`src/rtl/ram_cmd_arbiter_if.sv`:
```
`default_nettype none
// ------------------------------------------------------------------
// ram_cmd_arbiter_if : requester and RAM command bundle for ram_cmd_arbiter
// Revision: 1.0
// ------------------------------------------------------------------
interface ram_cmd_arbiter_if #(
  parameter int ADDR_SIZE = 8
);
  logic                 req0_valid;
  logic [ADDR_SIZE+1:0] req0_din;
  logic                 req0_ready;
  logic [7:0]           req0_rd_data;
  logic                 req0_rd_valid;

  logic                 req1_valid;
  logic [ADDR_SIZE+1:0] req1_din;
  logic                 req1_ready;
  logic [7:0]           req1_rd_data;
  logic                 req1_rd_valid;

  logic [ADDR_SIZE+1:0] ram_din;
  logic                 ram_rx_valid;
  logic [7:0]           ram_dout;
  logic                 ram_tx_valid;

  logic                 owner;
  logic                 busy;
  logic                 err;

  modport slave (
    input  req0_valid, req0_din, req1_valid, req1_din, ram_dout, ram_tx_valid,
    output req0_ready, req0_rd_data, req0_rd_valid,
           req1_ready, req1_rd_data, req1_rd_valid,
           ram_din, ram_rx_valid, owner, busy, err
  );

  modport master (
    output req0_valid, req0_din, req1_valid, req1_din, ram_dout, ram_tx_valid,
    input  req0_ready, req0_rd_data, req0_rd_valid,
           req1_ready, req1_rd_data, req1_rd_valid,
           ram_din, ram_rx_valid, owner, busy, err
  );
endinterface
`default_nettype wire

```
`src/rtl/ram_cmd_arbiter.sv`:
```
`default_nettype none
// ------------------------------------------------------------------
// ram_cmd_arbiter : round-robin two-requester arbiter for a RAM command port
// Revision: 1.0
// ------------------------------------------------------------------
module ram_cmd_arbiter #(
  parameter int ADDR_SIZE    = 8,
  parameter int RD_TIMEOUT   = 4,
  parameter int HOLD_TIMEOUT = 15
) (
  input  logic             clk,
  input  logic             rst_n,
  ram_cmd_arbiter_if.slave bus
);

  localparam int         c_W         = ADDR_SIZE + 2;
  localparam logic [7:0] c_HOLD_LAST = 8'(HOLD_TIMEOUT - 1);
  localparam logic [7:0] c_RD_LAST   = 8'(RD_TIMEOUT - 1);

  typedef enum logic [1:0] {
    IDLE    = 2'd0,
    HOLD    = 2'd1,
    RD_WAIT = 2'd2
  } state_t;

  state_t         r_state, w_state;
  logic           r_prio, w_prio;
  logic           r_owner, w_owner;
  logic           r_exp_rd, w_exp_rd;
  logic [7:0]     r_cnt, w_cnt;
  logic [c_W-1:0] r_din, w_din;
  logic           r_rxv, w_rxv;
  logic           r_err, w_err;
  logic           r_rdv0, w_rdv0, r_rdv1, w_rdv1;
  logic [7:0]     r_rdd0, w_rdd0, r_rdd1, w_rdd1;

  logic           w_win, w_sel, w_ready0, w_ready1, w_acc, w_start;
  logic [c_W-1:0] w_word;
  logic [1:0]     w_op;

  always_ff @(posedge clk or negedge rst_n) begin
    if (!rst_n) begin
      r_state  <= IDLE;
      r_prio   <= 1'b0;
      r_owner  <= 1'b0;
      r_exp_rd <= 1'b0;
      r_cnt    <= 8'd0;
      r_din    <= '0;
      r_rxv    <= 1'b0;
      r_err    <= 1'b0;
      r_rdv0   <= 1'b0;
      r_rdv1   <= 1'b0;
      r_rdd0   <= 8'd0;
      r_rdd1   <= 8'd0;
    end else begin
      r_state  <= w_state;
      r_prio   <= w_prio;
      r_owner  <= w_owner;
      r_exp_rd <= w_exp_rd;
      r_cnt    <= w_cnt;
      r_din    <= w_din;
      r_rxv    <= w_rxv;
      r_err    <= w_err;
      r_rdv0   <= w_rdv0;
      r_rdv1   <= w_rdv1;
      r_rdd0   <= w_rdd0;
      r_rdd1   <= w_rdd1;
    end
  end

  always_comb begin
    w_state  = r_state;
    w_prio   = r_prio;
    w_owner  = r_owner;
    w_exp_rd = r_exp_rd;
    w_cnt    = r_cnt;
    w_din    = r_din;
    w_rxv    = 1'b0;
    w_err    = 1'b0;
    w_rdv0   = 1'b0;
    w_rdv1   = 1'b0;
    w_rdd0   = r_rdd0;
    w_rdd1   = r_rdd1;
    w_ready0 = 1'b0;
    w_ready1 = 1'b0;

    // Lone requester wins outright; prio only breaks ties.
    w_win = r_prio;
    if (bus.req0_valid && !bus.req1_valid)
      w_win = 1'b0;
    else if (bus.req1_valid && !bus.req0_valid)
      w_win = 1'b1;

    case (r_state)
      IDLE: begin
        w_ready0 = bus.req0_valid && !w_win;
        w_ready1 = bus.req1_valid &&  w_win;
      end
      HOLD: begin
        w_ready0 = !r_owner;
        w_ready1 =  r_owner;
      end
      default: ;
    endcase

    w_sel   = (r_state == IDLE) ? w_win : r_owner;
    w_word  = w_sel ? bus.req1_din : bus.req0_din;
    w_acc   = w_sel ? (bus.req1_valid && w_ready1) : (bus.req0_valid && w_ready0);
    w_op    = w_word[c_W-1:c_W-2];
    w_start = !w_op[0];

    case (r_state)
      IDLE: begin
        if (w_acc) begin
          if (w_start) begin
            w_din    = w_word;
            w_rxv    = 1'b1;
            w_owner  = w_sel;
            w_exp_rd = w_op[1];
            w_cnt    = 8'd0;
            w_state  = HOLD;
          end else begin
            w_err = 1'b1;
          end
        end
      end

      HOLD: begin
        if (w_acc) begin
          w_cnt = 8'd0;
          if (w_start) begin
            w_din    = w_word;
            w_rxv    = 1'b1;
            w_exp_rd = w_op[1];
          end else if (w_op[1] == r_exp_rd) begin
            w_din = w_word;
            w_rxv = 1'b1;
            if (r_exp_rd) begin
              w_state = RD_WAIT;
            end else begin
              w_state = IDLE;
              w_prio  = !r_owner;
            end
          end else begin
            w_err = 1'b1;
          end
        end else if (r_cnt == c_HOLD_LAST) begin
          w_err   = 1'b1;
          w_state = IDLE;
          w_prio  = !r_owner;
          w_cnt   = 8'd0;
        end else begin
          w_cnt = r_cnt + 8'd1;
        end
      end

      RD_WAIT: begin
        if (bus.ram_tx_valid) begin
          if (r_owner) begin
            w_rdd1 = bus.ram_dout;
            w_rdv1 = 1'b1;
          end else begin
            w_rdd0 = bus.ram_dout;
            w_rdv0 = 1'b1;
          end
          w_state = IDLE;
          w_prio  = !r_owner;
          w_cnt   = 8'd0;
        end else if (r_cnt == c_RD_LAST) begin
          w_err   = 1'b1;
          w_state = IDLE;
          w_prio  = !r_owner;
          w_cnt   = 8'd0;
        end else begin
          w_cnt = r_cnt + 8'd1;
        end
      end

      default: begin
        w_state = IDLE;
        w_cnt   = 8'd0;
      end
    endcase
  end

  assign bus.req0_ready    = w_ready0;
  assign bus.req1_ready    = w_ready1;
  assign bus.req0_rd_data  = r_rdd0;
  assign bus.req0_rd_valid = r_rdv0;
  assign bus.req1_rd_data  = r_rdd1;
  assign bus.req1_rd_valid = r_rdv1;
  assign bus.ram_din       = r_din;
  assign bus.ram_rx_valid  = r_rxv;
  assign bus.owner         = r_owner;
  assign bus.busy          = (r_state != IDLE);
  assign bus.err           = r_err;

endmodule
`default_nettype wire

```
`src/flat_wrapper.sv`:
```
// flat-port wrapper written by rule: the top's interface ports become plain ports
module ram_cmd_arbiter_flat 
#(
  parameter int ADDR_SIZE    = 8,
  parameter int RD_TIMEOUT   = 4,
  parameter int HOLD_TIMEOUT = 15
)
  (clk, rst_n, bus_req0_valid, bus_req0_din, bus_req1_valid, bus_req1_din, bus_ram_dout, bus_ram_tx_valid, bus_req0_ready, bus_req0_rd_data, bus_req0_rd_valid, bus_req1_ready, bus_req1_rd_data, bus_req1_rd_valid, bus_ram_din, bus_ram_rx_valid, bus_owner, bus_busy, bus_err);
  ram_cmd_arbiter_if #(.ADDR_SIZE(ADDR_SIZE)) bus_i ();
  input  logic clk;
  input  logic rst_n;
  input wire logic [$bits(bus_i.req0_valid)-1:0] bus_req0_valid;
  input wire logic [$bits(bus_i.req0_din)-1:0] bus_req0_din;
  input wire logic [$bits(bus_i.req1_valid)-1:0] bus_req1_valid;
  input wire logic [$bits(bus_i.req1_din)-1:0] bus_req1_din;
  input wire logic [$bits(bus_i.ram_dout)-1:0] bus_ram_dout;
  input wire logic [$bits(bus_i.ram_tx_valid)-1:0] bus_ram_tx_valid;
  output wire logic [$bits(bus_i.req0_ready)-1:0] bus_req0_ready;
  output wire logic [$bits(bus_i.req0_rd_data)-1:0] bus_req0_rd_data;
  output wire logic [$bits(bus_i.req0_rd_valid)-1:0] bus_req0_rd_valid;
  output wire logic [$bits(bus_i.req1_ready)-1:0] bus_req1_ready;
  output wire logic [$bits(bus_i.req1_rd_data)-1:0] bus_req1_rd_data;
  output wire logic [$bits(bus_i.req1_rd_valid)-1:0] bus_req1_rd_valid;
  output wire logic [$bits(bus_i.ram_din)-1:0] bus_ram_din;
  output wire logic [$bits(bus_i.ram_rx_valid)-1:0] bus_ram_rx_valid;
  output wire logic [$bits(bus_i.owner)-1:0] bus_owner;
  output wire logic [$bits(bus_i.busy)-1:0] bus_busy;
  output wire logic [$bits(bus_i.err)-1:0] bus_err;
  assign bus_i.req0_valid = bus_req0_valid;
  assign bus_i.req0_din = bus_req0_din;
  assign bus_i.req1_valid = bus_req1_valid;
  assign bus_i.req1_din = bus_req1_din;
  assign bus_i.ram_dout = bus_ram_dout;
  assign bus_i.ram_tx_valid = bus_ram_tx_valid;
  assign bus_req0_ready = bus_i.req0_ready;
  assign bus_req0_rd_data = bus_i.req0_rd_data;
  assign bus_req0_rd_valid = bus_i.req0_rd_valid;
  assign bus_req1_ready = bus_i.req1_ready;
  assign bus_req1_rd_data = bus_i.req1_rd_data;
  assign bus_req1_rd_valid = bus_i.req1_rd_valid;
  assign bus_ram_din = bus_i.ram_din;
  assign bus_ram_rx_valid = bus_i.ram_rx_valid;
  assign bus_owner = bus_i.owner;
  assign bus_busy = bus_i.busy;
  assign bus_err = bus_i.err;
  ram_cmd_arbiter #(.ADDR_SIZE(ADDR_SIZE), .RD_TIMEOUT(RD_TIMEOUT), .HOLD_TIMEOUT(HOLD_TIMEOUT)) u_core (.clk(clk), .rst_n(rst_n), .bus(bus_i));
endmodule
```
`config.mk`:
```
export PLATFORM = sky130hd
export DESIGN_NAME = ram_cmd_arbiter_flat
export DESIGN_NICKNAME = d
export VERILOG_FILES = /design/src/rtl/ram_cmd_arbiter_if.sv /design/src/rtl/ram_cmd_arbiter.sv /design/src/flat_wrapper.sv
export SDC_FILE = /design/constraint.sdc
export NUM_CORES = 1
export LEC_CHECK = 0
export BUFFER_PORTS_ARGS = -buffer_cell sky130_fd_sc_hd__buf_2
export CAP_MARGIN = 20
export CORE_UTILIZATION = 56
export CTS_CLUSTER_SIZE = 40
export DETAILED_ROUTE_END_ITERATION = 10
export HOLD_SLACK_MARGIN = 0.1
export PLACE_DENSITY = 0.84
export SYNTH_ARGS = -nofsm -noshare
export SYNTH_HDL_FRONTEND = slang
export SYNTH_SLANG_ARGS = --single-unit
export TNS_END_PERCENT = 30
```
`constraint.sdc`:
```
create_clock -name clk -period 4 [get_ports clk]
set_clock_uncertainty 0.15 [all_clocks]
set_input_delay 0.8 -clock clk [delete_from_list [all_inputs] [get_ports clk]]
set_output_delay 0.8 -clock clk [all_outputs]
set_load 0.05 [all_outputs]
```
==> flow_summary.ini <==
[yosys]
seq_area_frac_synth_pct = 46.7
synth_top_area_share_pct = 46.7
syn_area_mm2 = 0.00230
syn_inst = 237
synth-compound-area-share_pct = 16.4
synthAdderAreaFrac_pct = 3.80
synth_top_family_by_area = simple AND/OR/NAND/NOR gates
synth-seq-cells = 43
ys.flop_type = dfrtp_1
yosys_warnings = 0
async_flop_share_pct = 100
synth.area.mux_share_pct = 10.2
synthSimpleGateAreaFrac_pct = 18.6
yosysUniqueCellTypes = 44
yosys.area.top_type = dfrtp_1
avgSynthCellArea_um2 = 9.71
synth_edf_count = 0
synth_fp_nets = 277
synth_area_leaders = dfrtp_1 47%, nand2_1 9.8%, mux2_2 8.8%
synth_xor_area_share_pct = 1.09

[power_and_ir_drop]
p_per_area_mw_per_mm2 = 902
clkPwrFrac_pct = 11.3
p_int_mw = 1.19
p_sw_mw = 1.30
power_frac_comb_pct = 61.3
p_leak_nw = 1.46
p_seq_share_pct = 27.4
ir_worst_vdd_mv = 0.498
switching_share_pct = 52.2

[drt]
antenna_left = 0
routed_wl_mm = 4.87
route.detailed.drc = 0
dr_total_vias = 1973
wl_per_cell_um = 13.8
viasPerCell = 5.59
drt_pass1_iterations = 4
drt_iter0_drc = 142

[global_route]
grt_pass1_vias = 1908
grt_antenna_before_repair = 0
grt_usage_pct = 25.6
grt-ovfl-total = 0
grt_pass1_wl_mm = 8.52
grt_max_degree = 44

[final_layout]
final_common_cell = buf_2
n_antenna_cell = 0
fin_util_pct = 72.6
nNetsFinal = 344
fin_cells = 353
postLayoutCellArea_mm2 = 0.00276
layout-drive-gt1-share_pct = 33.8
area_growth_syn_to_layout_pct = 19.8
mostFrequentLayoutCells = 66 x buf_2, 60 x nand2_1, 43 x dfrtp_1

[timing]
finalWorstSetupSlack_ns = 0.950
final_hold_viol_count = 0
fin_crit_sh_pct = 76.2
timing.fmax_mhz = 328
timing.slew.headroom_pct = 36.8
setup_viol = 0
worst_slew_pin_slew_ns = 0.947
period_needed_ns = 3.05
rsz0062_at_grt = false
drv_slew = 0
fin_setup_tns_ns = 0

[critical_path]
cp_data_required_time_ns = 4.03
worst_ep_arrival_time_ns = 3.08
critical_path_class = flop to flop
critPathMaxFanout = 12
end_kind = flop
worstSetupStartpointType = flop

[status]
outcome = complete, no violations

[floorplan]
ioPinCount = 67
start_util_pct = 60.6
core_area_mm2 = 0.00380
die_h_um = 66.1
die_area_mm2 = 0.00437
num_rows = 22
fp.dieW_um = 66.1

[placement]
hpwlAfterDp_mm = 3.63
io_buffer_count = 66
dp_cells = 345
pre_cts_ws_ns = 0.925
dpl_cell_area_mm2 = 0.00267
routabilityCongestion = 0.833

[cts]
cts-buffers-inserted = 5
clockBufferDepth = 2
holdBufCountCts = 0
root_buffer = clkbuf_8
cts_sinks = 43
worstSkewPairLatency_ns = 0.30
cts_tree = built
cts_resized = 0
clk_pin_slew_worst_paths_ns = 0.09
cts_setup_buffers = 0
htree_num_levels = 2

[min_path]
hp-class = flop to flop

[job]
cap_violations = 0
-- layer usage --
layer  up-vias  GRT usage [%]  wire, um
met2        87           42.3      2220
met4         0           6.12        24
met3         4           5.00       348
li1        957              -         -
met1       925           34.5      2280
met5         -              0         0
-- synth_stat cells (2+ instances only) --
cell type  number
a21oi_1         6
a22o_1          5
a22oi_1         2
a32o_1          3
and2_1          2
and3_1          4
buf_2           4
clkbuf_1        2
dfrtp_1        43
ha_1            7
inv_1          11
mux2_2         18
nand2_1        60
nand2b_1        2
nand2b_2        2
nand3_1         6
nand3b_1        2
nor2_1          9
nor2b_1         4
o21a_1          4
o21ai_0        14
o21ai_1         2
o21ai_2         2
o221a_2         2
o31ai_1         2
-- cell type report --
cell class	instances	area (um2)
flip-flops and latches	43	1080
inverters	12	45.0
repair buffers	66	330
multi-input cells	176	1150
clock inverters	3	23.8
clock buffers	5	68.8
well taps	48	60.1
fillers	297	1040
-- stage by stage --
step	hold WS [ns]	power [mW]
4_1_cts	0.339	2.50
3_5_place_dp	0.317	2.21
5_1_grt	0.366	2.66
3_3_place_gp	0.305	2.17
6_report	0.335	2.49
2_1_floorplan	0.337	1.90
-- worst paths after layout --
check / from / endpoint / slack, ns / cells past startpoint
setup / recovery: u_core.r_state[0] / u_core.bus.ram_din[2] / 0.95 / 8
hold / removal: u_core.bus.req0_rd_data[3] / u_core.bus.req0_rd_data[3] / 0.33 / 2
setup reg to reg: u_core.r_state[0] / u_core.bus.ram_din[2] / 0.95 / 8
hold reg to reg: u_core.bus.req0_rd_data[3] / u_core.bus.req0_rd_data[3] / 0.33 / 2
max in group asynchronous: rst_n / u_core.bus.ram_din[4] / 2.61 / 1
min in group asynchronous: rst_n / u_core.bus.owner / 0.49 / 1
-- sequential cells by signal, indices dropped and copies added, names as in the netlist, 2 cells and up --
register                 cells
u_core.r_state               2
u_core.bus.ram_din          10
u_core.bus.req1_rd_data      8
u_core.bus.req0_rd_data      8
u_core.r_cnt                 8
-- power by group through the flow --
stage	clock network [mW]	logic [mW]	registers, mW
5_1_grt	0.309	1.65	0.700
6_report	0.281	1.52	0.682
3_5_place_dp	0	1.52	0.689
4_1_cts	0.289	1.53	0.681
3_3_place_gp	0	1.49	0.683
2_1_floorplan	0	0.813	1.09
-- worst max-delay path, cell delays in order, from the launching register on --
cell     delay [ns]
dfrtp_1        0.42
inv_1          0.12
ha_1           0.43
o21ai_2        0.14
o21ai_2        0.49
mux2i_4        0.41
xnor2_2        0.12
a21oi_4        0.28
mux2_2         0.37
-- kinds of logic after synthesis --
kind of cell / count (synthesis)
muxes: 20
DFF: 43
adders and majority gates: 7
buffers and inverters: 18
AOI/OAI and AO/OA: 51
xor gates and xnor gates: 2
and+or+nand+nor: 96
(Power assumes the default switching activity.)
